**src/rtl/aud_adc_rx.sv**
```systemverilog
// WM8731 ADC port master: drives BCLK/ADCLRCK, deserializes I2S stereo frames into a show-ahead FIFO.
// Frame is visible on sample_valid 2 cycles after its last right bit is sampled; a push to a full FIFO with no pop is dropped and flagged.
module aud_adc_rx #(
    parameter int SAMPLE_W   = 16,
    parameter int SLOT_W     = 32,
    parameter int BCLK_HALF  = 4,
    parameter int FIFO_DEPTH = 4
) (
    input  logic                          clk,
    input  logic                          reset_n,
    input  logic                          enable,
    input  logic                          aud_adcdat,
    output logic                          aud_bclk,
    output logic                          aud_adclrck,
    output logic                          frame_start,
    output logic [SAMPLE_W-1:0]           sample_left,
    output logic [SAMPLE_W-1:0]           sample_right,
    output logic                          sample_valid,
    input  logic                          sample_ready,
    output logic [$clog2(FIFO_DEPTH):0]   fifo_level,
    output logic                          overflow,
    input  logic                          clr_overflow
);

    localparam int DW = (BCLK_HALF > 1) ? $clog2(BCLK_HALF) : 1;
    localparam int BW = $clog2(2 * SLOT_W);
    localparam int AW = $clog2(FIFO_DEPTH);
    localparam int LW = $clog2(FIFO_DEPTH) + 1;
    localparam logic [DW-1:0] DIV_LAST = DW'(BCLK_HALF - 1);
    localparam logic [BW-1:0] BIT_LAST = BW'(2 * SLOT_W - 1);
    localparam logic [BW-1:0] SLOT     = BW'(SLOT_W);
    localparam logic [BW-1:0] PUSH_BIT = BW'(SLOT_W + SAMPLE_W);
    localparam logic [BW-1:0] P_MAX    = BW'(SAMPLE_W);
    localparam logic [LW-1:0] FULL_LVL = LW'(FIFO_DEPTH);

    typedef enum logic {S_IDLE, S_RUN} state_t;

    state_t                    state_q, state_d;
    logic [DW-1:0]             div_cnt_q, div_cnt_d;
    logic [BW-1:0]             bit_cnt_q, bit_cnt_d;
    logic                      bclk_q, bclk_d;
    logic                      lrck_q, lrck_d;
    logic                      fs_q, fs_d;
    logic                      sync1_q, sync1_d, sync2_q, sync2_d;
    logic [SAMPLE_W-1:0]       left_q, left_d, right_q, right_d;
    logic                      push_q, push_d;
    logic [2*SAMPLE_W-1:0]     mem_q [FIFO_DEPTH];
    logic [2*SAMPLE_W-1:0]     mem_d [FIFO_DEPTH];
    logic [AW-1:0]             wr_ptr_q, wr_ptr_d, rd_ptr_q, rd_ptr_d;
    logic [LW-1:0]             level_q, level_d;
    logic                      ovf_q, ovf_d;

    logic                      rise, fall, wrap, in_right;
    logic [BW-1:0]             slot_pos;
    logic                      pop, full, wr_en, drop;
    logic [2*SAMPLE_W-1:0]     head;

    always_comb begin
        state_d   = state_q;
        div_cnt_d = div_cnt_q;
        bclk_d    = bclk_q;
        bit_cnt_d = bit_cnt_q;
        rise      = 1'b0;
        fall      = 1'b0;
        // The divider starts in the same cycle enable is seen so the first rise lands at BCLK_HALF-1.
        if (state_q == S_RUN || enable) begin
            if (div_cnt_q == DIV_LAST) begin
                div_cnt_d = '0;
                bclk_d    = ~bclk_q;
                rise      = ~bclk_q;
                fall      = bclk_q;
            end else begin
                div_cnt_d = div_cnt_q + DW'(1);
            end
        end
        wrap = fall && (bit_cnt_q == BIT_LAST);
        if (fall) bit_cnt_d = wrap ? '0 : bit_cnt_q + BW'(1);
        case (state_q)
            S_IDLE:  if (enable) state_d = S_RUN;
            default: if (wrap && !enable) state_d = S_IDLE;
        endcase
        lrck_d = (bit_cnt_d >= SLOT);
        fs_d   = wrap;
    end

    always_comb begin
        sync1_d  = aud_adcdat;
        sync2_d  = sync1_q;
        in_right = (bit_cnt_q >= SLOT);
        slot_pos = in_right ? bit_cnt_q - SLOT : bit_cnt_q;
        left_d   = left_q;
        right_d  = right_q;
        // Slot position 0 is the I2S one-bit delay after the LRCK edge.
        if (rise && slot_pos != '0 && slot_pos <= P_MAX) begin
            if (in_right) right_d = {right_q[SAMPLE_W-2:0], sync2_q};
            else          left_d  = {left_q[SAMPLE_W-2:0], sync2_q};
        end
        push_d = rise && (bit_cnt_q == PUSH_BIT);
    end

    always_comb begin
        head         = mem_q[rd_ptr_q];
        sample_valid = (level_q != '0);
        full         = (level_q == FULL_LVL);
        pop          = sample_valid && sample_ready;
        wr_en        = push_q && (!full || pop);
        drop         = push_q && full && !pop;
        wr_ptr_d     = wr_en ? wr_ptr_q + AW'(1) : wr_ptr_q;
        rd_ptr_d     = pop ? rd_ptr_q + AW'(1) : rd_ptr_q;
        level_d      = level_q;
        case ({wr_en, pop})
            2'b10:   level_d = level_q + LW'(1);
            2'b01:   level_d = level_q - LW'(1);
            default: level_d = level_q;
        endcase
        mem_d = mem_q;
        if (wr_en) mem_d[wr_ptr_q] = {left_q, right_q};
        ovf_d = drop ? 1'b1 : (clr_overflow ? 1'b0 : ovf_q);
    end

    always_ff @(posedge clk) begin
        if (!reset_n) begin
            state_q   <= S_IDLE;
            div_cnt_q <= '0;
            bit_cnt_q <= '0;
            bclk_q    <= 1'b0;
            lrck_q    <= 1'b0;
            fs_q      <= 1'b0;
            sync1_q   <= 1'b0;
            sync2_q   <= 1'b0;
            left_q    <= '0;
            right_q   <= '0;
            push_q    <= 1'b0;
            for (int i = 0; i < FIFO_DEPTH; i++) mem_q[i] <= '0;
            wr_ptr_q  <= '0;
            rd_ptr_q  <= '0;
            level_q   <= '0;
            ovf_q     <= 1'b0;
        end else begin
            state_q   <= state_d;
            div_cnt_q <= div_cnt_d;
            bit_cnt_q <= bit_cnt_d;
            bclk_q    <= bclk_d;
            lrck_q    <= lrck_d;
            fs_q      <= fs_d;
            sync1_q   <= sync1_d;
            sync2_q   <= sync2_d;
            left_q    <= left_d;
            right_q   <= right_d;
            push_q    <= push_d;
            mem_q     <= mem_d;
            wr_ptr_q  <= wr_ptr_d;
            rd_ptr_q  <= rd_ptr_d;
            level_q   <= level_d;
            ovf_q     <= ovf_d;
        end
    end

    assign aud_bclk     = bclk_q;
    assign aud_adclrck  = lrck_q;
    assign frame_start  = fs_q;
    assign sample_left  = sample_valid ? head[2*SAMPLE_W-1:SAMPLE_W] : '0;
    assign sample_right = sample_valid ? head[SAMPLE_W-1:0] : '0;
    assign fifo_level   = level_q;
    assign overflow     = ovf_q;

endmodule
```
**config.mk**
```make
export PLATFORM = sky130hd
export DESIGN_NAME = aud_adc_rx
export DESIGN_NICKNAME = d
export VERILOG_FILES = /design/src/rtl/aud_adc_rx.sv
export SDC_FILE = /design/constraint.sdc
export NUM_CORES = 1
export LEC_CHECK = 0
export CAP_MARGIN = 5
export CORE_MARGIN = 1.5
export CORE_UTILIZATION = 26
export CTS_CLUSTER_DIAMETER = 100
export DETAILED_ROUTE_END_ITERATION = 7
export PLACE_DENSITY = 0.45
export REMOVE_ABC_BUFFERS = 1
export SLEW_MARGIN = 10
export SYNTH_ARGS = -nofsm -noshare
export SYNTH_HDL_FRONTEND = slang
export SYNTH_SLANG_ARGS = --single-unit
```
**constraint.sdc**
```tcl
create_clock -name clk -period 2.5 [get_ports clk]
set_input_delay 0.25 -clock clk [delete_from_list [all_inputs] [get_ports clk]]
set_output_delay 0.25 -clock clk [all_outputs]
set_load 0.01 [all_outputs]
```
# Word level (Yosys, flattened, before mapping)
# Cells that the tools add are included.
# Widths: inputs -> output; s select.
[word_totals] regBits=183 input_bits=6 out_inout_bits=40 wordCells=86
[classes] addsub=7 magnitude_cmp=6 n_eq_ne=6 muxes=22 bitwise_logic=4 n_reduce_logical=22
[ops] operator="$bwmux 128" count=1
[ops] operator="$mux 32" count=3
[ops] operator="$bmux 32 s2" count=1
[ops] operator="$demux 32 s2" count=1
[ops] operator="$mux 16" count=2
[ops] operator="$mux 6" count=3
[ops] operator="$eq 6x6->1 const B" count=2
[ops] operator="$ge 6x6->1 const B" count=2
[ops] operator="$logic_and 1x1->1" count=10
[ops] operator="$mux 1" count=9
[ops] operator="$add 2x1->2 const B" count=3
[ops] operator="$add 6x1->6 const B" count=1
[ops] operator="$ge 3x3->1 const B" count=2
[ops] operator="$le 6x5->1 const B" count=1
[ops] operator="$not 2->3" count=2
[ops] operator="$pmux 3 s2" count=1
[ops] operator="$reduce_and 2->1" count=3
[ops] operator="$reduce_bool 6->1" count=1
[ops] operator="$sub 6x6->6 const B" count=1
[ops] operator="$eq 2x2->1 const B" count=2
[ops] operator="$reduce_bool 2->1" count=2
[ops] operator="$add 3x1->3 const B" count=1
[ops] operator="$eq 3x3->1 const B" count=1
[ops] operator="$logic_not 1->1" count=3
[ops] operator="7 further kinds" count=9

# Longest topological paths before layout
# Gate-level depths: netlist of the first run.
[logic_depth] depth_word=7 depth_mapped=9 ltp_nobuf=8

# Least setup slack after synthesis of the first run
# OpenSTA, ideal clock, no wires.
[synth_path] kind="register -> register" startpoint="register level_q[0] (netlist: fifo_level[0])" endpoint="register level_q[2] (netlist: fifo_level[2])" setup_time_ps=76 t_arrival_ps=2341 required_ps=2424 setup_slack_ps=84 stages_incl_launch_ff=10 path_buffers=1 period_less_slack_ps=2416 cell_sequence="dfxtp_1 or4b_1 buf_6 nand2_1 ha_1 inv_1 fa_1 xor2_1 or3_1 a21boi_0"
[synth_via] elab_chain_cells=6 elab_cells_between_ends=12 classes_between="add/sub: 2; eq/ne: 3; mux: 1; reduce/logical: 6"
[synth_lines] element="start, declared" line="50" rtl="logic [LW-1:0] level_q, level_d;"
[synth_lines] element="start signal, assigned" line="154" rtl="level_q <= level_d;"
[synth_lines] element="$eq 3x3->1 / $reduce_bool 3->1 (equally long branches)" line="104, 103"
[synth_lines] element="$logic_not 1->1 / $logic_and 1x1->1 (equally long branches)" line="106, 105"
[synth_lines] element="$logic_or 1x1->1" line="106" rtl="wr_en = push_q && (!full || pop);"
[synth_lines] element="$logic_and 1x1->1" line="106"
[synth_lines] element="$eq 2x1->1 / $eq 2x2->1 (equally long branches)" line="111" rtl="case ({wr_en, pop})"
[synth_lines] element="$pmux 3 s2 / $reduce_bool 2->1 (equally long branches)"
# Parallel ways exist; a longest one is shown, timed or not.
# A chain may end at the register's enable or synchronous reset.

# Worst setup path after layout of the first run
[layout_path] startpoint="register rd_ptr_q[0]" endpoint="output port sample_left[1]"
[layout_via] elab_chain_cells=5
[layout_lines] element="start, declared" line="49" rtl="logic [AW-1:0] wr_ptr_q, wr_ptr_d, rd_ptr_q, rd_ptr_d;"
[layout_lines] element="start signal, assigned" line="153" rtl="rd_ptr_q <= rd_ptr_d;"
[layout_lines] element="$not 2->3 (not written as such)" line="102" rtl="head = mem_q[rd_ptr_q];"
[layout_lines] element="$bmux 32 s2" line="102"
[layout_lines] element="$mux 32 (not written as such) (2 in series)" line="102"
[layout_lines] element="$mux 16" line="162" rtl="assign sample_left = sample_valid ? head[2*SAMPLE_W-1:SAMPLE_W] : '0;"
[layout_lines] element="end, declared" line="16" rtl="output logic [SAMPLE_W-1:0] sample_left,"
# No other way between the ends. The select of a mux whose other input is x is not followed.

==> reports/qor.txt, run 1 <==
Status -> finished, final reports clean
Overall power -> 5.606 mW
Switching Fraction -> 22.20%
Final setup violating endpoints -> 0
Die span in x -> 179.1 um
R2r endpoint -> fifo_level[2]$_SDFFE_PN0P_
Leak -> 3.598 nW
# H-tree levels -> 4
Via count of the routed design -> 5772
Final Max Tran Viols -> 0
Data arrival time of the critical path -> 2.17 ns
CTS Hold Buffers Added -> 0
HP Start -> reset_n
CP max FO -> 8
Max-slew headroom -> 60.81%
Net Sw Power -> 1.244 mW
CP Launch Type -> register
# rows -> 64
FF-to-FF setup slack -> 0.21 ns
Die Y -> 179.1 um
Max-cap violation count -> 0
CTS tree -> done
Fin util -> 31.14%
Most frequent cells in the layout -> nand2_1 (299), dfxtp_1 (180), a21boi_1 (115)
Layout cells sized above 1 -> 11.25%
CTS root buf -> clkbuf_16
Area grow syn2layout -> 17.90%
Worst Skew -> 0.009639 ns
Drt pass-1 iters -> 4
PwrDens -> 590.0 mW/mm2
VDD IR max -> 0.3780 mV
#FFs+latches synth -> 182
Hold Path Cell Cnt -> 3
Worst skew pair latency -> 0.43 ns
CP endpoint kind -> output port
Initial core utilization -> 26.41%
Worst-path clk slew -> 0.07 ns
Final wirelength -> 19910 um
Port bufs -> 45
Mapped Avg Cell Area -> 9.328 um2
1st-iter DRT viols -> 349
Final ANT Viol Nets -> 0
Most common cell after layout, fill and taps aside -> nand2_1
CTS Buf Count -> 17
Reg2reg start -> fifo_level[1]$_SDFFE_PN0P_
Number of antenna violations at the first check in global routing -> 0
Worst r2r path cells -> 8
Total global routing overflow -> 0
DRC Markers -> 0
Mapped Area -> 0.008059 mm2
Vias per cell -> 4.457
Placed Instances -> 1258
Nets -> 901
DP HPWL -> 10870 um
Worst EP required -> 2.25 ns
Clk buf depth -> 2
Power share of the sequential group -> 51.9%
Largest net degree at the start of global routing -> 76
Period utilization -> 96.84%
Maximum clock rate -> 0.4131 GHz
CORE AREA -> 0.03051 mm2
IO Pins -> 46
Clk pwr share -> 46.3%
Final Hold Viols -> 0
Critical path type -> reg -> out
# clock sinks -> 182
First-pass GRT wire length -> 32190 um
Number of global-route vias before repair -> 5869
Fill cell count -> 3230
Internal -> 4.362 mW
Combinational Power Share -> 1.9%
HP Class -> in -> reg
Total GRT Usage -> 13.20%
Sequential share of the synthesized area -> 45.21%
Wire per inst -> 15.37 um
Non-filler cells, final -> 1295
CP Launch Point -> rd_ptr_q[0]$_SDFFE_PN0P_
Routability cong. -> 0.7111
Yosys warnings -> 0
Hold Slack -> 0.1651 ns
Distinct cell type count after synthesis -> 38
Worst Tran Pin Value -> 0.5872 ns
Post-Syn Instances -> 864
Die area -> 0.03206 mm2
Final Critical Period -> 2.421 ns
Unrepaired setup endpoints after global routing -> yes
Worst Hold End -> state_q$_SDFF_PN0_
## Yosys cell counts (all sizes together)
| master | number | area share (%) |
|---|---|---|
| or3 | 3 | 0.23 |
| or2 | 1 | 0.078 |
| fa | 1 | 0.25 |
| nand4 | 2 | 0.16 |
| a21oi | 2 | 0.12 |
| nor3 | 2 | 0.12 |
| inv | 12 | 0.56 |
| nand3 | 7 | 0.75 |
| xor2 | 1 | 0.11 |
| xnor2 | 6 | 0.65 |
| dfxtp | 182 | 45 |
| nor2b | 3 | 0.23 |
| mux4 | 32 | 8.9 |
| or4b | 1 | 0.12 |
| nor2 | 5 | 0.23 |
| nor3b | 1 | 0.093 |
| nand2 | 299 | 14 |
| a21boi | 134 | 12 |
| buf | 36 | 3.8 |
| mux2i | 33 | 4.1 |
| ha | 8 | 1.2 |
| o21ai | 8 | 0.50 |
| o22ai | 1 | 0.078 |
| and3 | 4 | 0.50 |
| nand3b | 1 | 0.093 |
| o311a | 1 | 0.12 |
| o31ai | 1 | 0.093 |
| a32oi | 1 | 0.11 |
| o211ai | 1 | 0.16 |
| or4 | 1 | 0.093 |
| clkbuf | 30 | 1.4 |
| and2 | 43 | 3.3 |
| o21a | 1 | 0.093 |
## timing repair
item	4_1_cts	5_1_grt
setup buffers	0	4
gates cloned	1	0
resized for setup	18	20
endpoints found under the setup margin	23	19
endpoints found under the hold margin	0	0
## kinds of logic after synthesis
logic type	Yosys count	share of synthesized area (%)
buffers and inverters	78	5.775
adder cells (fa/ha/maj)	9	1.491
XOR/XNOR	7	0.7608
AO/OA/AOI/OAI	150	13.76
flip-flops	182	45.21
multiplexers	65	13.04
AND/OR/NAND/NOR	373	19.97
## area by class of cell
cell class,instances,area (um2),area share (%)
clock buffers,18,439.2,4.622
clock inverters,13,122.6,1.290
repair buffers,69,793.3,8.349
diodes,1,2.502,0.02634
inverters,12,45.04,0.4741
well taps,396,495.5,5.215
flip-flops and latches,182,3649,38.40
multi-input cells,604,3955,41.62
## worst max path at each step
stage | endpoint | cells past startpoint
2_1_floorplan | sample_left[0] | 2
3_3_place_gp | fifo_level[2]$_SDFFE_PN0P_ | 9
3_5_place_dp | fifo_level[2]$_SDFFE_PN0P_ | 9
4_1_cts | sample_right[3] | 4
5_1_grt | sample_left[10] | 5
6_report | sample_left[1] | 4
## worst max-delay path, cell delays in order (launching register included)
cell             delay, ns
dfxtp_4               0.42
buf_12                0.15
mux4_2                0.52
and2_1                0.18
clkdlybuf4s50_1       0.47
## flip-flops by register name (all words and copies together), names as in the netlist, 2 cells and up, named ones only
register / flops
div_cnt_q: 2
fifo_level: 3
left_q: 16
mem_q: 128
rd_ptr_q: 2
right_q: 16
wr_ptr_q: 2
## power groups by stage
stage / logic, mW / registers [mW] / clock network, mW
final: 0.104 / 2.91 / 2.59
after global routing: 0.112 / 2.91 / 2.80
after CTS: 0.106 / 2.91 / 2.68
after floorplan: 0.0415 / 2.98 / 0
after detailed placement: 0.105 / 2.98 / 0
after global placement: 0.106 / 2.98 / 0
## metal layers
| metal | global-route usage [%] | up-vias | part of all wire [%] |
|---|---|---|---|
| met5 | 0 | - | 0 |
| met4 | 3.681 | 0 | 1.1 |
| met3 | 2.205 | 17 | 2.2 |
| met2 | 22.35 | 52 | 48 |
| met1 | 17.24 | 2779 | 49 |
| li1 | - | 2924 | - |
## stage by stage
step | setup slack (ns) | cell area, um2 | setup TNS [ns]
after floorplan | -0.07286 | 7639 | -2.335
after global placement | -0.03742 | 8827 | -0.03742
after detailed placement | -0.06347 | 8827 | -0.06347
after CTS | -0.02585 | 9414 | -0.05193
after global routing | -0.003986 | 9499 | -0.003986
final | 0.07907 | 9502 | 0
Power figures use the tool's default switching activity.
==> run 2: changes to the inputs <==
--- a/config.mk
+++ b/config.mk
@@ -7,10 +7,11 @@
 export LEC_CHECK = 0
 export CAP_MARGIN = 5
 export CORE_MARGIN = 1.5
-export CORE_UTILIZATION = 26
+export CORE_UTILIZATION = 24
+export CTS_BUF_LIST = sky130_fd_sc_hd__clkbuf_4 sky130_fd_sc_hd__clkbuf_8
 export CTS_CLUSTER_DIAMETER = 100
 export DETAILED_ROUTE_END_ITERATION = 7
-export PLACE_DENSITY = 0.45
+export PLACE_DENSITY = 0.42
 export REMOVE_ABC_BUFFERS = 1
 export SLEW_MARGIN = 10
 export SYNTH_ARGS = -nofsm -noshare
==> run 2 against run 1 <==
  * First-iteration DRC count decreased by 32%
  * Combinational power about the same
  * Via count increased by 0.10%
==> reports/qor.txt, run 2 (same netlist as run 1, synthesis figures left out) <==
Status -> finished, final reports clean
DP HPWL -> 11160 um (+2.7%)
CTS tree -> done
IO Pins -> 46 (unchanged)
PwrDens -> 562.4 mW/mm2 (-4.7%)
Nets -> 898 (-0.33%)
CTS root buf -> clkbuf_8
Seq. cell area -> 0.003649 mm2 (unchanged)
Worst Skew -> 0.01635 ns (+0.006715 ns)
Worst EP required -> 2.25 ns (about the same)
Data arrival time of the critical path -> 2.12 ns (-0.05 ns)
Period utilization -> 94.62% (-2.2 points)
Wire per inst -> 15.45 um (+0.53%)
Final ANT Viol Nets -> 0 (unchanged)
Register with the most flip-flops -> mem_q
Net Sw Power -> 1.187 mW (-4.6%)
Area grow syn2layout -> 16.33%
Footprint of the multi-input gates -> 0.003950 mm2 (-0.13%)
Die span in x -> 186.2 um (+4.0%)
Clk buf depth -> 2 (unchanged)
Max-slew headroom -> 61.62% (+0.81 points)
Largest net degree at the start of global routing -> 61 (-20%)
Via count of the routed design -> 5778 (+0.10%)
Critical path type -> reg -> out
CORE AREA -> 0.03278 mm2 (+7.5%)
Power share of the sequential group -> 55.2% (+3.3 points)
Die area -> 0.03469 mm2 (+8.2%)
Worst Tran Pin Value -> 0.5750 ns (-0.01214 ns)
# diodes -> 0 (-1)
Vias per cell -> 4.322 (-3.0%)
Non-filler cells, final -> 1337 (+3.2%)
Layout cells sized above 1 -> 10.73% (-0.52 points)
1st-iter DRT viols -> 239 (-32%)
Final setup violating endpoints -> 0 (unchanged)
Die Y -> 186.2 um (+4.0%)
Number of global-route vias before repair -> 5880 (+0.19%)
Clk pwr share -> 42.9% (-3.4 points)
Leak -> 3.398 nW (-5.5%)
Final wirelength -> 20660 um (+3.8%)
# H-tree levels -> 4 (unchanged)
Most frequent cells in the layout -> nand2_1 (299), dfxtp_1 (180), a21boi_1 (115)
CTS Hold Buffers Added -> 0 (unchanged)
Combinational Power Share -> 2.0% (about the same)
CTS Buf Count -> 17 (unchanged)
Largest regs -> mem_q (128), left_q (16), right_q (16)
Met2 WL -> 9826 um (+3.4%)
Total global routing overflow -> 0 (unchanged)
CP max FO -> 13 (+5)
First-pass GRT wire length -> 33160 um (+3.0%)
Overall power -> 5.273 mW (-5.9%)
Final Max Tran Viols -> 0 (unchanged)
VDD IR max -> 0.3539 mV (-6.4%)
Met1 Routed Length -> 10140 um (+4.0%)
Worst-path clk slew -> 0.10 ns (+0.03 ns)
# clock sinks -> 182 (unchanged)
Switching Fraction -> 22.51% (+0.32 points)
CP endpoint kind -> output port
Max-cap violation count -> 0 (unchanged)
Maximum clock rate -> 0.4227 GHz (+2.3%)
Uppermost layer routed -> met4
Worst skew pair latency -> 0.46 ns (+0.03 ns)
Internal -> 4.086 mW (-6.3%)
Unrepaired setup endpoints after global routing -> no
HP Class -> in -> reg
FF-to-FF setup slack -> 0.18 ns (-0.03 ns)
Drt pass-1 iters -> 4 (unchanged)
Number of antenna violations at the first check in global routing -> 0 (unchanged)
Initial core utilization -> 24.58% (-1.8 points)
Max reg flops -> 128 (unchanged)
CP Launch Type -> register
Most common cell after layout, fill and taps aside -> nand2_1
Fill cell count -> 3489 (+8.0%)
Port bufs -> 45 (unchanged)
Placed Instances -> 1304 (+3.7%)
Met3 wire length -> 490 um (+11%)
Total GRT Usage -> 12.65% (-0.55 points)
DRC Markers -> 0 (unchanged)
Final Critical Period -> 2.366 ns (-0.05532 ns)
Final Hold Viols -> 0 (unchanged)
# rows -> 66 (+3.1%)
Routability cong. -> 0.6779 (-4.7%)
==> run 2: area by class of cell <==
| cell class | count | share of cell area [%] |
|---|---|---|
| Multi-Input combinational cell | 604 | 42.13 |
| Sequential cell | 182 | 38.92 |
| Timing Repair Buffer | 66 | 7.887 |
| Tap cell | 442 | 5.899 |
| Clock buffer | 19 | 2.656 |
| Clock inverter | 12 | 2.029 |
| Inverter | 12 | 0.4804 |
==> run 2: worst max-delay path: stages, from the launching register on <==
cell and delay [ns]:
dfxtp_4 0.40, buf_12 0.12, buf_16 0.17, mux4_2 0.50
and2_1 0.17, dlygate4sd2_1 0.28
==> run 2: worst paths after layout <==
kind / from / end / cells after the start
worst max-delay path: rd_ptr_q[0]$_SDFFE_PN0P_ / sample_right[4] / 5
worst min-delay path: reset_n / register / 2
worst max register to register: fifo_level[0]$_SDFFE_PN0P_ / fifo_level[2]$_SDFFE_PN0P_ / 8
worst min register to register: sync1_q$_SDFF_PN0_ / sync2_q$_SDFF_PN0_ / 1
==> run 2: routing by layer <==
metal | up-vias | global-route usage, %
li1 | 2903 | -
met1 | 2800 | 16.52
met2 | 60 | 21.55
met3 | 15 | 2.298
met4 | 0 | 3.065
met5 | - | 0
==> run 2: stage by stage <==
stage          utilization, %  hold WS [ns]  TNS (ns)  instance area, um2  setup WS, ns
5_1_grt                 28.60        0.1887         0                9375       0.02530
6_report                28.60        0.2048         0                9375        0.1344
4_1_cts                 28.50        0.1830   -0.1662                9343      -0.05813
3_3_place_gp            27.14        0.4278  -0.04642                8897      -0.04642
3_5_place_dp            27.14        0.4303   -0.1072                8897       -0.1072
2_1_floorplan               -        0.3586    -2.335                7639      -0.07286
==> run 2: power by group through the flow <==
stage | Combinational [mW] | Sequential (mW) | Clock [mW]
floorplan | 0.0415 | 2.98 | 0
global placement | 0.106 | 2.98 | 0
global route | 0.113 | 2.91 | 2.47
finish | 0.104 | 2.91 | 2.26
detailed placement | 0.105 | 2.98 | 0
CTS | 0.105 | 2.91 | 2.35
==> run 2: timing repair <==
item	CTS	global route
setup endpoints to repair	32	4
resized for setup	34	5
cloned	1	0
setup buffers	0	1
hold endpoints to repair	0	0
